==> src/rtl/counter_timer_ctrl.sv <==
// Interval-timer sequencer for an external registered up-counter.
// One-shot or periodic expiry ticks with a prescaler and start/stop control.
module counter_timer_ctrl #(
  parameter int unsigned COUNTER_WIDTH  = 8,
  parameter int unsigned PRESCALE_WIDTH = 4
) (
  input  logic                      clk,
  input  logic                      rst,
  input  logic                      start_i,
  input  logic                      stop_i,
  input  logic                      mode_i,
  input  logic [COUNTER_WIDTH-1:0]  period_i,
  input  logic [PRESCALE_WIDTH-1:0] prescale_i,
  input  logic [COUNTER_WIDTH-1:0]  cntr_i,
  output logic                      cntr_rst_o,
  output logic                      cntr_en_o,
  output logic                      busy_o,
  output logic                      tick_o,
  output logic                      done_o,
  output logic                      err_o
);

  typedef enum logic [1:0] {StIdle, StClear, StRun} state_e;

  state_e                    r_state, w_state_d;
  logic [PRESCALE_WIDTH-1:0] r_pc, w_pc_d;
  logic [PRESCALE_WIDTH-1:0] r_prescale, w_prescale_d;
  logic [COUNTER_WIDTH-1:0]  r_period, w_period_d;
  logic                      r_mode, w_mode_d;
  logic                      r_busy, r_tick, r_done, r_err;
  logic                      w_tick_d, w_done_d, w_err_d;
  logic                      w_en_phase, w_term;

  // Terminal is judged on the value the counter holds during its last enable cycle.
  assign w_en_phase = (r_state == StRun) && (r_pc == r_prescale);
  assign w_term     = w_en_phase && (cntr_i == (r_period - COUNTER_WIDTH'(1)));

  always_comb begin
    cntr_rst_o = 1'b0;
    cntr_en_o  = 1'b0;
    if (!rst) begin
      unique case (r_state)
        StClear: cntr_rst_o = 1'b1;
        StRun: begin
          cntr_rst_o = stop_i || w_term;
          cntr_en_o  = w_en_phase && !w_term && !stop_i;
        end
        default: ;
      endcase
    end
  end

  always_comb begin
    w_state_d    = r_state;
    w_pc_d       = r_pc;
    w_prescale_d = r_prescale;
    w_period_d   = r_period;
    w_mode_d     = r_mode;
    w_tick_d     = 1'b0;
    w_done_d     = 1'b0;
    w_err_d      = 1'b0;
    unique case (r_state)
      StIdle: begin
        if (start_i) begin
          if (period_i != '0) begin
            w_state_d    = StClear;
            w_period_d   = period_i;
            w_prescale_d = prescale_i;
            w_mode_d     = mode_i;
          end else begin
            w_err_d = 1'b1;
          end
        end
      end
      StClear: begin
        w_pc_d    = '0;
        w_state_d = stop_i ? StIdle : StRun;
      end
      StRun: begin
        w_pc_d = (r_pc == r_prescale) ? '0 : r_pc + PRESCALE_WIDTH'(1);
        if (stop_i) begin
          w_state_d = StIdle;
        end else if (w_term) begin
          w_tick_d = 1'b1;
          if (!r_mode) begin
            w_done_d  = 1'b1;
            w_state_d = StIdle;
          end
        end
      end
      default: w_state_d = StIdle;
    endcase
  end

  always_ff @(posedge clk) begin
    if (rst) begin
      r_state    <= StIdle;
      r_pc       <= '0;
      r_prescale <= '0;
      r_period   <= '0;
      r_mode     <= 1'b0;
      r_busy     <= 1'b0;
      r_tick     <= 1'b0;
      r_done     <= 1'b0;
      r_err      <= 1'b0;
    end else begin
      r_state    <= w_state_d;
      r_pc       <= w_pc_d;
      r_prescale <= w_prescale_d;
      r_period   <= w_period_d;
      r_mode     <= w_mode_d;
      r_busy     <= (w_state_d != StIdle);
      r_tick     <= w_tick_d;
      r_done     <= w_done_d;
      r_err      <= w_err_d;
    end
  end

  assign busy_o = r_busy;
  assign tick_o = r_tick;
  assign done_o = r_done;
  assign err_o  = r_err;

endmodule
==> config.mk <==
export PLATFORM = sky130hd
export DESIGN_NAME = counter_timer_ctrl
export DESIGN_NICKNAME = d
export VERILOG_FILES = /design/src/rtl/counter_timer_ctrl.sv
export SDC_FILE = /design/constraint.sdc
export NUM_CORES = 1
export LEC_CHECK = 0
export ABC_AREA = 1
export ABC_CLOCK_PERIOD_IN_PS = 2100
export BUFFER_PORTS_ARGS = -buffer_cell sky130_fd_sc_hd__buf_2
export CAP_MARGIN = 30
export CORE_MARGIN = 3
export CORE_UTILIZATION = 48
export DETAILED_ROUTE_END_ITERATION = 8
export GPL_ROUTABILITY_DRIVEN = 0
export PLACE_DENSITY = 0.75
export SLEW_MARGIN = 5
export SYNTH_ARGS = -nofsm -noshare
export SYNTH_HDL_FRONTEND = slang
export SYNTH_SLANG_ARGS = --single-unit
==> constraint.sdc <==
create_clock -name clk -period 2.1 [get_ports clk]
set_input_delay 0.63 -clock clk [delete_from_list [all_inputs] [get_ports clk]]
set_output_delay 0.63 -clock clk [all_outputs]
set_load 0.1 [all_outputs]
# --- After elaboration in Yosys (flattened, before gate mapping) ---
# Cells that the tools add are included.
word_totals:
  in_bits: 25
  output_inout_bits: 6
  register_bits: 23
op_classes:
  add_sub_neg: 2
  bitwise: 4
  eq_ne: 4
  n_reduce_logical: 15
  mux: 16
ops:
  columns: ["cell", "count"]
  rows:
  - ["2-bit two-way mux", 6]
  - ["8-bit == test", 1]
  - ["4-bit case mux with 2 select lines", 1]
  - ["8-bit nonzero test", 1]
  - ["8-bit by 1-bit subtractor with 8-bit output, second input constant", 1]
  - ["1-bit two-way mux", 6]
  - ["2-bit case mux with 3 select lines", 1]
  - ["3-bit OR reduction", 2]
  - ["4-bit by 1-bit adder with 4-bit output, second input constant", 1]
  - ["4-bit == test", 1]
  - ["1-bit logical AND", 4]
  - ["4-bit two-way mux", 1]
  - ["1-bit inverter", 4]
  - ["2-bit nonzero test", 2]
  - ["4-bit OR reduction", 1]
  - ["3-bit AND reduction", 1]
  - ["2-bit by 1-bit == test with 1-bit output, second input constant", 1]
  - ["2-bit == test, second input constant", 1]
  - ["1-bit zero test", 2]
  - ["2-bit zero test", 1]
  - ["1-bit case mux with 2 select lines", 1]
  - ["1-bit logical OR", 1]

# --- Longest topological paths before layout ---
depth:
  ltp_word: 8
  depth_mapped: 16

# --- Least setup slack after synthesis ---
# No wires, ideal clock.
synth_path:
  path_type: "reg2out"
  startpoint: "reg r_period[0]"
  endpoint: "out cntr_rst_o"
  t_required_ns: 1.470
  stages_incl_launch_ff: 12
  slack_ns: -1.926
  path_buffers: 0
  t_arrival_ns: 3.396
  cell_sequence: "dfxtp_1 inv_2 ha_1 inv_1 nand2_1 nand2_1 nand2_1 nand2_1 nand3_1 nor2_2 nand3_1 a211oi_1"
synth_between:
  elab_chain_cells: 6
synth_rtl:
  columns: ["item", "line", "rtl"]
  rows:
  - ["start, declared", "28", "logic [COUNTER_WIDTH-1:0] r_period, w_period_d;"]
  - ["start signal, assigned", "110", "r_period <= w_period_d;"]
  - ["8-bit by 1-bit subtractor with 8-bit output", "36", "assign w_term = w_en_phase && (cntr_i == (r_period - COUNTER_WIDTH'(1)));"]
  - ["8-bit == test", "36", null]
  - ["1-bit logical AND", "36", null]
  - ["1-bit logical OR", "45", "cntr_rst_o = stop_i || w_term;"]
  - ["1-bit case mux with 2 select lines", "42", "unique case (r_state)"]
  - ["1-bit two-way mux", "41", "if (!rst) begin"]
  - ["end, declared", "15", "output logic cntr_rst_o,"]
# Every way passes these cells.

# --- Worst setup path in the final report ---
layout_path:
  startpoint: "reg r_period[1]"
  endpoint: "out cntr_en_o"
layout_between:
  elab_chain_cells: 8
layout_rtl:
  columns: ["item", "line", "rtl"]
  rows:
  - ["8-bit by 1-bit subtractor with 8-bit output", "36", null]
  - ["8-bit == test", "36", null]
  - ["1-bit logical AND", "36", null]
  - ["1-bit zero test", "46", "cntr_en_o = w_en_phase && !w_term && !stop_i;"]
  - ["1-bit logical AND (2 in a row)", "46", null]
  - ["1-bit two-way mux", "42", null]
  - ["1-bit two-way mux", "41", null]
  - ["end, declared", "16", "output logic cntr_en_o,"]
# Every way passes these cells.

==> results.txt <==
Hold WS: 0.486 ns
Clk slew on worst S/H paths: 0.12 ns
Crit path launch type: flop
Minimum period implied by the final worst setup slack: 2.70 ns
# Max-Cap Violations: 0
Syn nets: 228
Endpoints failing hold: 0
Hold Startpoint: r_prescale[2]
Final core utilization: 0.726
Post-Synthesis Cells: 197
Max Clk Rate: 371 MHz
Leakage: 0.921 nW
Ports: 31
Final Max Slew Viols: 0
TritonRoute pass-1 iters: 4
Rows: 18
Slowest CP cell: dfxtp_2
RSZ-0062 raised after global routing: true
CTS tree: done
Top Family by Delay on Critical Path: simple AND/OR/NAND/NOR gates
Synth warn: 0
Largest net degree at the start of global routing: 18
First-pass GRT wire length: 5.33 mm
IO buf count: 30
Overall die width: 59.3 um
Crit path max fanout: 2
All-layer global routing usage: 0.198
Routed WL: 3.23 mm
Slew Limit Headroom: 0.678
Flops & latches, synth: 23
Detailed placer's ending HPWL: 2.46 mm
Final worst slack: -0.595 ns
Final ANT Viol Nets: 0
Met1 usage: 0.241
CP Buf/Inv Count: 3
Die Y: 59.3 um
Average cell area after synthesis: 6.91 um^2
Vias: 1398
Critical Path Max Stage Delay: 0.35 ns
Cell depth of the worst flop-to-flop path: 12
Core ar.: 0.00259 mm^2
CP Cell Sequence: inv_2 > ha_4 > or2_2 > nand4_1 > nand3b_1 > nor3b_2 > nand4_1 > nand4_1 > clkinvlp_4 > buf_12
Clk buf depth: 2
Clock Latency Late Sink: 0.31 ns
Cell area after synthesis: 0.00136 mm^2
Post-synthesis sequential area ratio: 0.338
GR Layer Usage met2: 0.349
Peak VDD IR: 591 uV
Vias in the first global route: 1294
RR Startpoint: r_period[1]
Clk_skew: 0.00233 ns
H-tree levels: 1
Hold depth: 2
Hold-fix buffers, CTS: 0
Worst R2R End: busy_o
Worst slew pin tran: 0.486 ns
Share of layout cells above drive strength 1: 0.371
Count of different cell masters after synthesis: 31
GRT overflow: 0
DR WL/cell: 11.5 um
Sink Count: 23
DR iter-0 viols: 26
Type of the worst setup path: reg2out
Met3 Use GR: 0.0196
Antenna violations before repair: 0
Violated checks: setup timing
Crit path DAT: 2.07 ns
Inserted Clock Buffers: 3
Pwr per Cell Area: 640 mW/mm^2
Outcome: finished with violations
Worst hold path class: reg2reg
Clock root buffer: clkbuf_4
Initial Utilization: 0.526
WHS Endpoint: r_prescale[2]
Req. time, crit path: 1.47 ns
Vias/cell: 4.98
Layout area overhead: 38.1%
Diodes inserted: 0
Gr busiest metal: met2
Endpoints failing setup: 2
Worst R2R Setup Slack: 0.29 ns
Fin nets: 283
DIE AREA: 0.00351 mm^2
CP dominant cell by count: nand4_1
Crit. End Element: output port
Final Cycle Share: 1.28
Remaining routing DRC violations: 0
==> per-stage QoR <==
step | cells | instance area [um^2] | TNS, ns | worst slack (ns) | power, mW
after CTS | 280 | 1830 | -1.13 | -0.611 | 1.18
after floorplan | 197 | 1410 | -1.00 | -0.629 | 0.801
after detailed placement | 273 | 1770 | -0.876 | -0.440 | 0.954
after global placement | 273 | 1770 | -0.813 | -0.425 | 0.948
after global routing | 281 | 1880 | -1.49 | -0.804 | 1.29
final | 281 | 1880 | -1.18 | -0.595 | 1.20
==> cell type report <==
cell class / instances / area [um^2]
well taps: 30 / 37.5
fillers: 231 / 711
repair buffers: 53 / 365
inverters: 29 / 113
clock buffers: 4 / 26.3
multi-input cells: 142 / 875
flip-flops and latches: 23 / 463
==> worst max-delay path by stage <==
stage,startpoint,endpoint,slack [ns],cells past startpoint
global route,r_period[0],cntr_en_o,-0.80,10
CTS,r_period[0],cntr_en_o,-0.61,10
floorplan,cntr_i[7],cntr_rst_o,-0.63,7
detailed placement,cntr_i[4],cntr_en_o,-0.44,10
finish,r_period[1],cntr_en_o,-0.60,10
global placement,cntr_i[7],cntr_rst_o,-0.42,10
==> layout by cell type (no fill, tap or decap), types with 2 or more instances in the layout <==
| cell | count |
|---|---|
| a21oi_1 | 13 |
| buf_12 | 3 |
| buf_2 | 28 |
| buf_4 | 22 |
| clkbuf_4 | 3 |
| dfxtp_1 | 21 |
| dfxtp_2 | 2 |
| ha_1 | 5 |
| inv_1 | 20 |
| inv_2 | 8 |
| nand2_1 | 34 |
| nand2_2 | 6 |
| nand3_1 | 7 |
| nand3_2 | 6 |
| nand3b_1 | 2 |
| nand4_1 | 3 |
| nor2_1 | 23 |
| nor2_4 | 4 |
| nor3_1 | 2 |
| nor4_1 | 2 |
| o21ai_0 | 12 |
| o21ai_1 | 4 |
| xor2_1 | 3 |
| xor2_2 | 3 |
==> state kept, by name (all words and copies together) (netlist names) <==
signal,flops
r_mode,1
err_o,1
r_pc,4
busy_o,1
r_prescale,4
r_state,2
r_period,8
done_o,1
tick_o,1
==> per-layer routing <==
metal	vias to the layer above	part of all wire	wire, um
met3	6	0.033	107
met5	-	0	0
met1	631	0.44	1430
met4	0	0.018	57
li1	736	-	-
met2	25	0.51	1630
==> power by group <==
group	switching (mW)	internal [mW]
registers	0.0302	0.474
clock network	0.131	0.0741
logic	0.285	0.209
total	0.446	0.757
==> cell families after synthesis <==
logic type | after synthesis | synth area share
AOI/OAI and AO/OA | 33 | 0.130
xor gates and xnor gates | 7 | 0.0450
and+or+nand+nor | 96 | 0.342
DFF | 23 | 0.338
adders and majority gates | 6 | 0.0551
buffers and inverters | 32 | 0.0901
==> Yosys cell counts <==
library cell  count  share of area
nand2_2           3          0.014
nand3b_1          2          0.011
nand4_1           3          0.014
nor2_4            2          0.017
a221oi_1          1         0.0064
nor2_2            2         0.0092
nor2_1           23          0.063
buf_2             2         0.0074
nor3_1            2         0.0074
ha_1              6          0.055
o211a_1           1         0.0074
nand2_1          38           0.10
xnor2_1           1         0.0064
a21oi_1          13          0.048
o21ai_1           5          0.018
clkbuf_1          1         0.0028
or2_1             1         0.0046
nor4_1            2         0.0092
nand3_2           2          0.015
xor2_1            6          0.039
nor3b_2           1         0.0092
nand4_2           1         0.0092
or2_2             1         0.0046
inv_1            22          0.061
and2_1            1         0.0046
nor3b_1           1         0.0055
inv_2             7          0.019
o21ai_0          12          0.044
a211oi_1          1         0.0055
dfxtp_1          23           0.34
nand3_1          11          0.040
==> timing repair <==
item                                    4_1_cts  5_1_grt
pin swaps                                    12        6
setup buffers                                 3        1
gates resized for setup                       3        9
endpoints found under the setup margin        2        2
==> worst reg2reg max path: stages (launching register included) <==
cell	delay [ns]
dfxtp_2	0.35
inv_2	0.05
ha_4	0.23
or2_2	0.29
nand4_1	0.09
buf_4	0.13
nor2_4	0.03
buf_4	0.12
nand4_2	0.09
nand3_1	0.08
a21oi_1	0.18
inv_1	0.06
nand2_1	0.06
(Power assumes the default switching activity.)
